--- src/rtl/hidden_weight_loader.sv ---
// Run-time loadable hidden-layer weight store.
// Byte stream in over valid/ready, row-wise parallel read out.
module hidden_weight_loader #(
   parameter int ROWS  = 2,
   parameter int COLS  = 10,
   parameter int WIDTH = 8,
   localparam int TW   = (ROWS > 1) ? $clog2(ROWS) : 1
) (
   input  logic             clk,
   input  logic             rst_n,
   input  logic             start,
   input  logic             in_valid,
   input  logic [WIDTH-1:0] in_data,
   output logic             in_ready,
   output logic             busy,
   output logic             done,
   input  logic [TW-1:0]    t,
   output logic [WIDTH-1:0] res0,
   output logic [WIDTH-1:0] res1,
   output logic [WIDTH-1:0] res2,
   output logic [WIDTH-1:0] res3,
   output logic [WIDTH-1:0] res4,
   output logic [WIDTH-1:0] res5,
   output logic [WIDTH-1:0] res6,
   output logic [WIDTH-1:0] res7,
   output logic [WIDTH-1:0] res8,
   output logic [WIDTH-1:0] res9
);

   localparam int N  = ROWS * COLS;
   localparam int AW = (N > 1) ? $clog2(N) : 1;
   localparam logic [AW-1:0] LAST = AW'(N - 1);

   typedef enum logic [1:0] {
      S_IDLE,
      S_LOAD,
      S_DONE
   } state_e;

   state_e                               state_q;
   logic [AW-1:0]                        addr_q;
   logic                                 in_ready_q;
   logic                                 busy_q;
   logic                                 done_q;
   logic [ROWS-1:0][COLS-1:0][WIDTH-1:0] mem_q;
   logic [COLS-1:0][WIDTH-1:0]           rd;
   logic                                 accept;

   // A restart pulse takes priority over a byte offered in the same cycle.
   assign accept = in_ready_q && in_valid && !start;

   // Load sequencer: address counter plus registered handshake/status flags.
   always_ff @(posedge clk or negedge rst_n) begin
      if (!rst_n) begin
         state_q    <= S_IDLE;
         addr_q     <= '0;
         in_ready_q <= 1'b0;
         busy_q     <= 1'b0;
         done_q     <= 1'b0;
      end else begin
         unique case (state_q)
            S_IDLE: begin
               if (start) begin
                  state_q    <= S_LOAD;
                  addr_q     <= '0;
                  in_ready_q <= 1'b1;
                  busy_q     <= 1'b1;
               end
            end
            S_LOAD: begin
               if (start) begin
                  addr_q <= '0;
               end else if (accept) begin
                  if (addr_q == LAST) begin
                     state_q    <= S_DONE;
                     in_ready_q <= 1'b0;
                     busy_q     <= 1'b0;
                     done_q     <= 1'b1;
                  end else begin
                     addr_q <= addr_q + 1'b1;
                  end
               end
            end
            S_DONE: begin
               if (start) begin
                  state_q    <= S_LOAD;
                  addr_q     <= '0;
                  in_ready_q <= 1'b1;
                  busy_q     <= 1'b1;
                  done_q     <= 1'b0;
               end
            end
            default: begin
               state_q    <= S_IDLE;
               addr_q     <= '0;
               in_ready_q <= 1'b0;
               busy_q     <= 1'b0;
               done_q     <= 1'b0;
            end
         endcase
      end
   end

   // Each cell captures the accepted byte when the linear address hits it.
   for (genvar r = 0; r < ROWS; r++) begin : g_row
      for (genvar c = 0; c < COLS; c++) begin : g_col
         localparam logic [AW-1:0] A = AW'(r * COLS + c);
         always_ff @(posedge clk or negedge rst_n) begin
            if (!rst_n) begin
               mem_q[r][c] <= '0;
            end else if (accept && (addr_q == A)) begin
               mem_q[r][c] <= in_data;
            end
         end
      end
   end

   // Combinational row read; out-of-range rows read as zero.
   always_comb begin
      rd = '0;
      if (int'(t) < ROWS) begin
         rd = mem_q[t];
      end
   end

   assign in_ready = in_ready_q;
   assign busy     = busy_q;
   assign done     = done_q;

   assign res0 = rd[0];
   assign res1 = rd[1];
   assign res2 = rd[2];
   assign res3 = rd[3];
   assign res4 = rd[4];
   assign res5 = rd[5];
   assign res6 = rd[6];
   assign res7 = rd[7];
   assign res8 = rd[8];
   assign res9 = rd[9];

endmodule

--- config.mk ---
export PLATFORM = sky130hd
export DESIGN_NAME = hidden_weight_loader
export DESIGN_NICKNAME = d
export VERILOG_FILES = /design/src/rtl/hidden_weight_loader.sv
export SDC_FILE = /design/constraint.sdc
export NUM_CORES = 1
export LEC_CHECK = 0
export ABC_AREA = 1
export CAP_MARGIN = 20
export CELL_PAD_IN_SITES_DETAIL_PLACEMENT = 1
export CELL_PAD_IN_SITES_GLOBAL_PLACEMENT = 2
export CORE_UTILIZATION = 35
export CTS_CLUSTER_DIAMETER = 120
export DETAILED_ROUTE_END_ITERATION = 12
export PLACE_DENSITY = 0.77
export SLEW_MARGIN = 20
export SYNTH_ARGS = -nofsm -noshare
export SYNTH_HDL_FRONTEND = slang
export SYNTH_SLANG_ARGS = --single-unit
--- constraint.sdc ---
create_clock -name clk -period 2.18 [get_ports clk]
set_input_delay 0.436 -clock clk [delete_from_list [all_inputs] [get_ports clk]]
set_output_delay 0.436 -clock clk [all_outputs]
set_load 0.05 [all_outputs]
After elaboration in Yosys (flattened, before gate mapping)
Index checks and enable logic that the tools add are counted.

Add/sub/neg operators: 1. Muxes and demuxes: 22. Equal/unequal tests: 28. Order comparisons: 1. Reduce and logical (&&, ||, !) cells: 29. Bitwise gates (word level): 1.

Operators by type and width (number): 80-bit 2-to-1 mux (2); 5-bit by 4-bit == test with 1-bit output, second input constant (8); 1-bit logical AND (22); 5-bit by 3-bit == test with 1-bit output, second input constant (4); 5-bit == test, second input constant (4); 5-bit 2-to-1 mux (4); 5-bit by 2-bit == test with 1-bit output, second input constant (2); 5-bit one-hot mux with 2 select lines (1); 1-bit 2-to-1 mux (8); 2-bit 2-to-1 mux (4); 2-bit inequality test, second input constant (4); 3-bit inequality test, second input constant (2); 5-bit by 1-bit adder with 5-bit output, second input constant (1); 5-bit by 1-bit == test with 1-bit output, second input constant (1); 5-bit zero test (1); 5-bit AND reduction (1); 2-bit one-hot mux with 2 select lines (1); 4-bit AND reduction (1); 1-bit one-hot mux with 3 select lines (1); 3-bit AND reduction (1); 2-bit by 1-bit == test with 1-bit output, second input constant (1); 2-bit == test, second input constant (1); 2-bit zero test (1); 1-bit by 2-bit < comparator with 1-bit output, second input constant (1); 5 further kinds (5).

Bits in registers: 169. Output and inout bits: 83. Word-level logic and storage cells: 106. Input port bits: 13.

Longest topological paths before layout
Depth after elaboration: 5. Mapped depth: 9. Depth with buffers taken out: 9.

Least setup slack after synthesis
No wires, ideal clock.

Kind: in2out. Start point: input port t. End point: output port res7[0]. Path buffers: 3. Stages: 5. Slack: -154 ps. Data arrival time: 1898 ps. Data required time: 1744 ps. Cells stage by stage: clkbuf_1 buf_2 clkbuf_1 nor2_1 a21oi_1.

Longest elaborated chain between the ends: 2.

Ends and longest elaborated chain: start, declared (RTL line 17) `input logic [TW-1:0] t,`; 80-bit 2-to-1 mux (not written as such) (2 in a row) (RTL line 122) `rd = mem_q[t];`; end, declared (RTL line 25) `output logic [WIDTH-1:0] res7,`.

Every way passes these cells. The select of a mux whose other input is x is not followed.

Worst setup path after layout
Start point: register done_q (netlist: done). End point: output port done.

RTL lines: start, declared (RTL line 44) `logic done_q;`; start signal, assigned (RTL line 59) `done_q <= 1'b0;`; start signal, assigned (RTL line 78) `done_q <= 1'b1;`; start signal, assigned (RTL line 90) `done_q <= 1'b0;`; end, declared (RTL line 16) `output logic done,`.

No word-level cell between the ends.

==> results by group <==
Outcome
  – Status: completed

Logic synthesis
  – Synth Area in Compound Gates: 12.57%
  – Synth Cell Area: 7526 sq um
  – Post-Synth Adder-Cell Area: 0.8313%
  – Synthesis-stage register bit count: 168
  – Post-synthesis sequential area ratio: 55.86%
  – Primary FF master, synth: dfrtp_1
  – Largest family of logic cells by synthesized area: simple AND/OR/NAND/NOR gates
  – Xor/xnor share of the synthesized area: 0%
  – Number of synthesis warnings: 0
  – Mux contribution to synthesized area: 8.379%
  – Count of cell types in the netlist: 27
  – Avg Inst Size Synth: 9.736 sq um
  – Post-synth ARST share: 100.0%
  – Number of flops mapped to enable cells by yosys: 0
  – Simple logic cell fraction of the synthesized area: 16.36%
  – Mapped Nets: 791
  – Cells after Synth: 773

Run
  – Maxcap violations: 0

Timing
  – Worst-margin pin slew: 574.0 ps
  – Min Hold Slack: 478.3 ps
  – Final number of setup-violating endpoints: 0
  – Tmin final: 2000 ps
  – Peak Freq: 499.9 MHz
  – Final hold viol count: 0
  – RSZ-0062 raised after global routing: no
  – Setup WS post-layout: 179.5 ps
  – Slew Viols, Final: 0
  – Worst Clk Skew: 7.742 ps
  – Slew headroom: 61.73%
  – Period Utilization, post-route: 91.77%

Floorplanning
  – Row count: 53
  – IO Pins: 96
  – Die Y: 148.6 um
  – Die area: 22090 sq um
  – Core ar.: 21020 sq um
  – Die X: 148.6 um
  – Initial core utilization: 35.80%

Clock tree
  – CTS Root Buffer Type: clkbuf_16
  – Clk_lat worst skew: 430 ps
  – H-tree depth: 4
  – Clk pin slew, worst setup/hold paths: 60 ps
  – CTS tree: built
  – CTS Buf Count: 17
  – Post-CTS Setup Bufs: 0
  – Clock buffer depth: 2
  – Clock sink count: 168

Finish
  – Final Util: 45.53%
  – Area grow syn2layout: 27.18%
  – Diode count: 0
  – Final Cell Area: 9572 sq um
  – Final nets: 886
  – Fraction of layout cells with a size suffix above 1: 27.47%

Place
  – Final GP Congestion: 0.7716
  – Port bufs: 95
  – HPWL after DPL: 14580 um
  – Dpl ws: -19.94 ps
  – Cell Area, Placed: 9022 sq um

GRT
  – Gr usage total: 21.00%
  – Overflow after GRT: 0
  – Largest net degree at the start of global routing: 58
  – Initial antenna violation count: 0
  – First-pass GRT wire length: 35050 um
  – Vias in the first global route: 6180

Hold path
  – Min-delay src: done
  – Worst min path class: flop to flop

Routing
  – Routed WL: 21560 um
  – Vias per std cell: 4.936
  – Starting DRC count in detailed routing: 293
  – Routed Antenna Nets: 0
  – Drt first pass iters: 4
  – Post-route DRC: 0
  – Via count: 5706
  – Wirelength per Cell: 18.65 um

Power and ir drop
  – Total power: 7995 uW
  – PwrDens: 835.2 nW/um^2
  – Maximum vdd drop: 539.4 uV
  – Leakage: 0.004551 uW

Worst setup path
  – CP cell instances: clkdlybuf4s50_1
  – Slowest stage cell, crit path: clkdlybuf4s50_1
  – Worst EP required: 1740 ps
  – Setup crit start: done
  – Worst path max stage delay: 800 ps
  – Worst r2r src: addr_q[1]
  – Crit start category: flop
  – CP Max Fanout: 2
  – Worst EP arrival: 1560 ps
  – Top Family by Delay on Critical Path: buffers and inverters
  – CP Buf/Inv Count: 1
  – Worst Path Class, Setup: flop to output port
  – CP Capture Type: output port
## sequential cells by signal, indices dropped and copies added, names as in the netlist
name,count
state_q,2
mem_q,160
addr_q,5
done,1
## timing repair
| item | CTS | global route |
|---|---|---|
| hold endpoints to repair | 12 | 0 |
| setup endpoints to repair | 0 | 9 |
| gates resized for setup | 0 | 2 |
| hold buffers | 1 | 0 |
## path summary, 6_finish.rpt
check / to / slack [ps] / cells after the start
max reg2reg: mem_q[44] / 300 / 7
min: done / 480 / 2
min in group asynchronous: mem_q[48] / 550 / 2
max: done / 180 / 1
max in group asynchronous: mem_q[91] / 930 / 3
min reg2reg: done / 480 / 2
## layout make-up
cell class | count | area, sq um
clock inverter | 10 | 70.07
multi-input combinational | 510 | 2950
inverter | 51 | 191.4
clock buffer | 22 | 464.2
timing repair buffer | 120 | 1348
fill | 2336 | 11450
tap | 275 | 344.1
sequential | 168 | 4204
## through the flow
step                std cells  setup TNS [ps]
floorplan                 773          -426.6
global placement         1123               0
detailed placement       1123          -25.31
CTS                      1156               0
global route             1156               0
finish                   1156               0
## cells in the mapped netlist, types with 2 or more instances
master    number  area (sq um)
a21oi_1       24         120.1
buf_2         22         110.1
buf_6          7         78.83
clkbuf_1      13         48.80
dfrtp_1      168          4204
ha_1           5         62.56
inv_1         50         187.7
mux2_2        56         630.6
nand2_1      195         732.0
nand2_2        2         12.51
nand2_4        2         22.52
nand3_1        7         35.03
nand3_2        3         30.03
nand3_4        8         140.1
nor2_1        32         120.1
nor2_2         2         12.51
nor2_4         6         67.56
nor2_8         2         40.04
o21ai_0       97         485.5
o21ai_1       65         325.3
## kinds of logic after synthesis
group,count (synthesis)
buf+inv,95
fa+ha+maj,5
simple gates,261
flops,168
compound gates,188
mux,56
## routing by layer
layer  up-vias  track usage [%]  routed length [um]
met3        20            4.356                1019
met1      2858            27.94                9653
li1       2717                -                   -
met5         -                0                   0
met2       111            34.56               10640
met4         0            5.825                 240
## cells in the final DEF (no fill, tap or decap), types with 4 or more instances in the layout
cell             instances
a21oi_2                 20
clkinv_2                 4
ha_1                     5
nand3_4                  8
nand2_1                194
nand3_1                  7
buf_12                  33
inv_1                   50
clkbuf_16               17
a21oi_1                  4
nor2_4                   6
buf_4                   74
clkdlybuf4s50_1         11
dfrtp_1                168
mux2_2                  56
o21ai_0                 97
o21ai_1                 65
nor2_1                  31
## power by group
group | internal (uW) | switching [uW] | total (uW)
clock | 1520 | 1270 | 2790
combinational | 573 | 1100 | 1670
sequential | 3380 | 156 | 3530
No activity file was read; power rests on OpenSTA's default activity.
